**config.mk**
```make
export PLATFORM = sky130hd
export DESIGN_NAME = if_fetch_stage_flat
export DESIGN_NICKNAME = d
export VERILOG_FILES = /design/src/rtl/if_fetch_stage_pkg.sv /design/src/rtl/if_fetch_stage_if.sv /design/src/rtl/if_fetch_stage.sv /design/src/flat_wrapper.sv
export SDC_FILE = /design/constraint.sdc
export NUM_CORES = 1
export LEC_CHECK = 0
export ABC_AREA = 1
export CORE_MARGIN = 1
export CORE_UTILIZATION = 35
export DETAILED_ROUTE_END_ITERATION = 10
export GPL_TIMING_DRIVEN = 0
export PLACE_DENSITY = 0.67
export SYNTH_ARGS = -nofsm -noshare
export SYNTH_HDL_FRONTEND = slang
export SYNTH_SLANG_ARGS = --single-unit
export TNS_END_PERCENT = 1
```
**constraint.sdc**
```tcl
create_clock -name clk -period 1.6 [get_ports clk]
set_clock_uncertainty 0.1 [all_clocks]
set_input_delay 0.4 -clock clk [delete_from_list [all_inputs] [get_ports clk]]
set_output_delay 0.4 -clock clk [all_outputs]
set_load 0.02 [all_outputs]
```
**src/rtl/if_fetch_stage_pkg.sv**
```systemverilog
// if_fetch_stage_pkg: shared constants for the fetch stage and its IF/ID bundle
package if_fetch_stage_pkg;
   localparam int          INSTR_W      = 32;
   localparam logic [31:0] NOP          = 32'h0;
   localparam logic [31:0] RESET_PC_DEF = 32'h0000_0000;
endpackage

```
**src/rtl/if_fetch_stage_if.sv**
```systemverilog
// if_fetch_stage_if: control inputs, ROM port and IF/ID outputs of the fetch stage
interface if_fetch_stage_if import if_fetch_stage_pkg::*; #(
   parameter int ADDR_W = 5,
   parameter int CNT_W  = 16
);
   logic                stall;
   logic                redirect_valid;
   logic [31:0]         redirect_pc;
   logic [ADDR_W-1:0]   rom_addr;
   logic [INSTR_W-1:0]  rom_instr;
   logic [31:0]         pc;
   logic [31:0]         if_pc;
   logic [31:0]         if_pc4;
   logic [INSTR_W-1:0]  if_instr;
   logic                if_valid;
   logic                align_err;
   logic [CNT_W-1:0]    fetch_count;
   modport master (
      input  stall, redirect_valid, redirect_pc, rom_instr,
      output rom_addr, pc, if_pc, if_pc4, if_instr, if_valid, align_err, fetch_count
   );
   modport slave (
      output stall, redirect_valid, redirect_pc, rom_instr,
      input  rom_addr, pc, if_pc, if_pc4, if_instr, if_valid, align_err, fetch_count
   );
endinterface

```
**src/rtl/if_fetch_stage.sv**
```systemverilog
// if_fetch_stage: PC register, ROM addressing and IF/ID pipeline register
// with redirect > stall > run priority and a saturating fetch counter.
module if_fetch_stage import if_fetch_stage_pkg::*; #(
   parameter int          ADDR_W   = 5,
   parameter logic [31:0] RESET_PC = RESET_PC_DEF,
   parameter int          CNT_W    = 16
) (
   input logic               clk,
   input logic               rst,
   if_fetch_stage_if.master  f
);
   logic [31:0] pc_next4;
   assign pc_next4   = f.pc + 32'd4;
   assign f.rom_addr = f.pc[ADDR_W+1:2];
   always_ff @(posedge clk) begin
      if (rst) begin
         f.pc        <= RESET_PC;
         f.align_err <= 1'b0;
      end else if (f.redirect_valid) begin
         f.pc <= {f.redirect_pc[31:2], 2'b00};
         if (|f.redirect_pc[1:0]) f.align_err <= 1'b1;
      end else if (!f.stall) begin
         f.pc <= pc_next4;
      end
   end
   // a redirect squashes the word fetched this cycle but keeps the old if_pc
   always_ff @(posedge clk) begin
      if (rst) begin
         f.if_pc       <= 32'h0;
         f.if_pc4      <= 32'h0;
         f.if_instr    <= NOP;
         f.if_valid    <= 1'b0;
         f.fetch_count <= '0;
      end else if (f.redirect_valid) begin
         f.if_instr <= NOP;
         f.if_valid <= 1'b0;
      end else if (!f.stall) begin
         f.if_instr <= f.rom_instr;
         f.if_pc    <= f.pc;
         f.if_pc4   <= pc_next4;
         f.if_valid <= 1'b1;
         if (~&f.fetch_count) f.fetch_count <= f.fetch_count + CNT_W'(1);
      end
   end
endmodule

```
**src/flat_wrapper.sv**
```systemverilog
// flat-port wrapper written by rule: the top's interface ports become plain ports
module if_fetch_stage_flat import if_fetch_stage_pkg::*;
#(
   parameter int          ADDR_W   = 5,
   parameter logic [31:0] RESET_PC = RESET_PC_DEF,
   parameter int          CNT_W    = 16
)
  (clk, rst, f_stall, f_redirect_valid, f_redirect_pc, f_rom_instr, f_rom_addr, f_pc, f_if_pc, f_if_pc4, f_if_instr, f_if_valid, f_align_err, f_fetch_count);
  if_fetch_stage_if #(.ADDR_W(ADDR_W), .CNT_W(CNT_W)) f_i ();
  input logic clk;
  input logic rst;
  input wire logic [$bits(f_i.stall)-1:0] f_stall;
  input wire logic [$bits(f_i.redirect_valid)-1:0] f_redirect_valid;
  input wire logic [$bits(f_i.redirect_pc)-1:0] f_redirect_pc;
  input wire logic [$bits(f_i.rom_instr)-1:0] f_rom_instr;
  output wire logic [$bits(f_i.rom_addr)-1:0] f_rom_addr;
  output wire logic [$bits(f_i.pc)-1:0] f_pc;
  output wire logic [$bits(f_i.if_pc)-1:0] f_if_pc;
  output wire logic [$bits(f_i.if_pc4)-1:0] f_if_pc4;
  output wire logic [$bits(f_i.if_instr)-1:0] f_if_instr;
  output wire logic [$bits(f_i.if_valid)-1:0] f_if_valid;
  output wire logic [$bits(f_i.align_err)-1:0] f_align_err;
  output wire logic [$bits(f_i.fetch_count)-1:0] f_fetch_count;
  assign f_i.stall = f_stall;
  assign f_i.redirect_valid = f_redirect_valid;
  assign f_i.redirect_pc = f_redirect_pc;
  assign f_i.rom_instr = f_rom_instr;
  assign f_rom_addr = f_i.rom_addr;
  assign f_pc = f_i.pc;
  assign f_if_pc = f_i.if_pc;
  assign f_if_pc4 = f_i.if_pc4;
  assign f_if_instr = f_i.if_instr;
  assign f_if_valid = f_i.if_valid;
  assign f_align_err = f_i.align_err;
  assign f_fetch_count = f_i.fetch_count;
  if_fetch_stage #(.ADDR_W(ADDR_W), .RESET_PC(RESET_PC), .CNT_W(CNT_W)) u_core (.clk(clk), .rst(rst), .f(f_i));
endmodule
```
Yosys cells after proc, flatten, opt, wreduce, memory -nomap -nowiden
Index checks and enable logic that the tools add are counted.
- register bits: 146
- bits of input ports: 68
- output and inout bits: 151
- logic and storage cells: 22
- add/sub/neg operators: 2
- equality and inequality tests: 1
- multiplexer cells: 2
- bitwise operators: 3
- reduce and logical (&&, ||, !) cells: 6
- operators by type and width (operator ; number):
    $mux W32 ; 2
    $add A32 B3 Y32 const B ; 1
    $add A16 B1 Y16 const B ; 1
    $reduce_and A16 Y1 ; 1
    $reduce_and A2 Y1 ; 2
    $reduce_or A2 Y1 ; 2
    $not A1 Y1 ; 3
    $reduce_and A3 Y1 ; 1
    $ne A2 B1 Y1 const B ; 1

Depth between registers and ports, before layout
Gate-level depths: netlist (run 1).
- word-level depth: 3
- gate-level depth with buffers: 10
- depth with buffers taken out: 10

Least setup slack after synthesis (run 1)
OpenSTA, ideal clock, no wires.
- kind: register -> register
- from: register u_core.f.fetch_count[1]
- to: register u_core.f.fetch_count[14]
- setup time: 0.131 ns
- arrival time: 1.494 ns
- setup slack: -0.124 ns
- cell stages (with the launch flop): 10
- path buffers: 1
- period minus slack after synthesis: 1.724 ns
- path through: dfxtp_1 > ha_1 > nand3_2 > inv_2 > nand2_2 > nor2_1 > nor2_4 > buf_6 > nand2_1 > a21oi_2
- word-level cells in the longest chain between the ends: 3
- elaborated cells on any way between the ends: 4
- ends and longest elaborated chain (item ; RTL line ; source):
    from (decl) ; if_fetch_stage_if.sv:20 ; output rom_addr, pc, if_pc, if_pc4, if_instr, if_valid, align_err, fetch_count
    from (signal assigned) ; if_fetch_stage.sv:42 ; if (~&f.fetch_count) f.fetch_count <= f.fetch_count + CNT_W'(1);
    branches (longest 3 deep; another with $add A16 B1 Y16) ; n/a ;
Parallel ways; which one is timed is not known.
A chain may end at the register's enable or synchronous reset.

Worst setup path after layout (run 1)
- from: input rst
- to: register u_core.f.fetch_count[2]
- RTL lines (item ; RTL line ; source):
    from (decl) ; flat_wrapper.sv:11 ; input logic rst;
No word-level cell between the ends.

==> results of run 1 <==
[per-layer routing]
metal	routed length (um)	part of all wire, %	global-route usage, %
met1	9550	45	31.9
met2	9770	46	36.4
met3	1630	7.7	4.94
met4	350	1.6	7.30
met5	0	0	0
[through the flow]
stage               TNS [ns]  cells  total power, uW  hold WS (ns)
finish               -0.0878   1365             8840         0.179
global route           -2.65   1365             9150         0.176
CTS                   -0.593   1362             8900         0.174
detailed placement    -59.87   1330             5050         0.344
global placement      -60.31   1330             5040         0.338
floorplan            -0.0317    895             4410         0.426
[cells by family (layout without fill, tap and decap cells)]
group,Yosys count,in the layout,synth area share (%)
xor+xnor,19,19,2.66
simple gates,409,409,27.3
other cells,1,6,0.0599
fa+ha+maj,2,2,0.400
buf+inv,121,366,8.63
compound gates,198,198,16.2
flops,140,140,44.8
[timing repair]
item | in CTS | in global routing
setup endpoints to repair | 217 | 159
pin swaps | 0 | 11
hold endpoints to repair | 0 | 0
resized for setup | 410 | 142
buffers inserted | 0 | 3
[power by group through the flow]
stage	Clock (uW)	Combinational, uW	Sequential (uW)
floorplan	0	433	3980
global route	4120	1240	3780
global placement	0	1210	3840
CTS	3980	1150	3770
detailed placement	0	1210	3840
finish	3930	1140	3760
[worst max path at each step]
stage | end | slack (ns) | cells after the start
6_report | u_core.f.fetch_count[2]$_SDFFE_PP0P_ | -0.03 | 4
5_1_grt | u_core.f.pc[25]$_SDFFE_PP0P_ | -0.09 | 8
4_1_cts | u_core.f.if_pc4[20]$_SDFFE_PP0P_ | -0.12 | 7
3_5_place_dp | u_core.f.if_pc4[2]$_SDFFE_PP0P_ | -0.68 | 4
3_3_place_gp | u_core.f.if_pc4[6]$_SDFFE_PP0P_ | -0.69 | 4
2_1_floorplan | u_core.f.fetch_count[14]$_SDFFE_PP0P_ | -0.01 | 9
[flip-flops by register name (all words and copies together), names as in the netlist]
signal	count
u_core.f.align_err	1
u_core.f.fetch_count	16
u_core.f.if_instr	32
u_core.f.if_pc	30
u_core.f.if_pc4	30
u_core.f.if_valid	1
u_core.f.pc	30
[layout make-up]
cell class                 count  area, um^2  share of cell area (%)
multi-input combinational    634        3130                    34.1
clock inverter                14         148                    1.61
tap                          225         282                    3.06
clock buffer                  18         439                    4.78
buffer                        53         297                    3.23
inverter                      68         258                    2.80
sequential                   140        2890                    31.4
timing repair buffer         213        1750                    19.0
[cells in the final DEF, fill, tap and decap left out, types with 9 or more instances in the layout]
master / n
nor2_4: 14
nand3_1: 26
o21ai_0: 58
buf_4: 19
clkbuf_1: 16
nand2_2: 9
clkbuf_2: 51
nor2_1: 55
nand2_1: 269
clkdlybuf4s15_1: 33
clkdlybuf4s50_1: 65
inv_1: 64
buf_2: 45
dfxtp_2: 28
xor2_1: 13
clkbuf_16: 17
a21oi_1: 119
nor2_2: 21
clkdlybuf4s15_2: 26
dfxtp_4: 14
dfxtp_1: 98
[worst min-delay path, stage by stage]
cell     delay, ns
buf_4         0.14
nand2_1       0.06
a21oi_1       0.06
==> out/results.txt, run 1 <==
PortBufs - 210
Flop pwr share - 42.6%
fin area - 9190 um^2
Post-synth top cells - nand2_1, dfxtp_1, a21oi_1
reg-to-reg endpoint - u_core.f.if_pc4[14]$_SDFFE_PP0P_
Initial Util - 36.1%
CP Max Fanout - 10
PwrDens - 962 nW/um^2
Top FF cell, synth - dfxtp_1
Critical Path End Type - flop
async set or reset register ratio after synthesis - 0%
Layout area overhead - 46.8%
Mapped Cells - 890
DR iter-0 viols - 407
setup ws final - -0.0261 ns
Crit-path slowest cell - clkdlybuf4s50_1
Crit. Startpoint - rst
delay-heaviest family, CP - buffers and inverters
Fillers - 1756
final worst-path cycle share - 102%
Yosys cell types - 35
Reg clk slew, reported paths - 0.06 ns
Routed WL per cell - 15.6 um
Vias/cell - 4.90
Die Wd - 136 um
f_max - 0.615 GHz
register area share after synthesis - 44.8%
combinational share of power - 12.9%
All-Layer GR Usage - 23.3%
ANT cells - 0
area leader, netlist - dfxtp_1
CORE AREA - 17400 um^2
hold path depth - 3
run status - complete, but fails checks
dpl cell area - 8670 um^2
global-route wire length before repair - 33.0 mm
Worst Tran Pin Value - 0.636 ns
Hold Buf Count CTS - 0
Critical Path Source Type - input pin
Yosys warning total - 0
Fin. Hold Viols - 0
CTS Buf Count - 17
max-slew violation count - 0
Pre-antenna DRT Iters - 5
Detailed Route WL - 21.3 mm
RSZ-0062 raised after global routing - yes
hold wc startpoint - f_stall
post-DP HPWL - 15.8 mm
cell with the most instances after synthesis - nand2_1
worst min-delay path category - in -> reg
failing checks - setup timing
Leak - 0.00371 uW
Slew headroom - 57.6%
share of post-route cells with drive strength above 1 - 25.4%
final core occ - 53.0%
CP max stage delay - 0.51 ns
Clock power frac - 44.5%
CTS Buffer Depth - 2
detailed-route via count - 6682
hold worst-path end - u_core.f.if_instr[0]$_SDFFE_PP0N_
Reg2Reg Setup Slack - -0.01 ns
largest net degree at the start of global routing - 17
Post-Place Worst Slack - -0.678 ns
Num Clock Sinks - 140
Register-to-Register Path Depth - 8
CTS root buf - clkbuf_16
area share of the largest cell type after synthesis - 44.8%
worst vdd ir - 0.000788 V
worst r2r src - u_core.f.pc[2]$_SDFFE_PP0P_
Sw Share - 27.3%
Die Y - 136 um
fin crit period - 1.63 ns
CP Cell Sequence - clkdlybuf4s50_1 > clkbuf_2 > clkbuf_1 > a21oi_1
NetSw - 2410 uW
die area - 18400 um^2
top post-synthesis cells by area - dfxtp_1, nand2_1, a21oi_1
Final nets - 1197
vias in the first global route - 6087
setup violators final - 9
Clock Latency Late Sink - 0.43 ns
Buf/Inv on CP - 3
Int Pwr - 6430 uW
initial antenna violation count - 0
synthesized area - 6260 um^2
IO Count - 219
CP required - 1.78 ns
register bit count reported by yosys - 140
ANT nets after route - 0
Max-Cap Viols - 0
Post-synth EDFFs - 0
CP Class - in -> reg
Worst EP arrival - 1.81 ns
htree depth - 4
average size of a mapped cell - 7.04 um^2
GP Congestion - 0.956
DRC - 0
aggregate global routing overflow - 0
standard-cell rows - 48
CTS tree - yes
Note: power is estimated with default switching activity, not from simulation.
==> run 2, diff against run 1 <==
Settings changed: CAP_MARGIN set to 30.
==> results of run 2 <==
The final DEF is identical to that of run 1; final timing and power are the same.
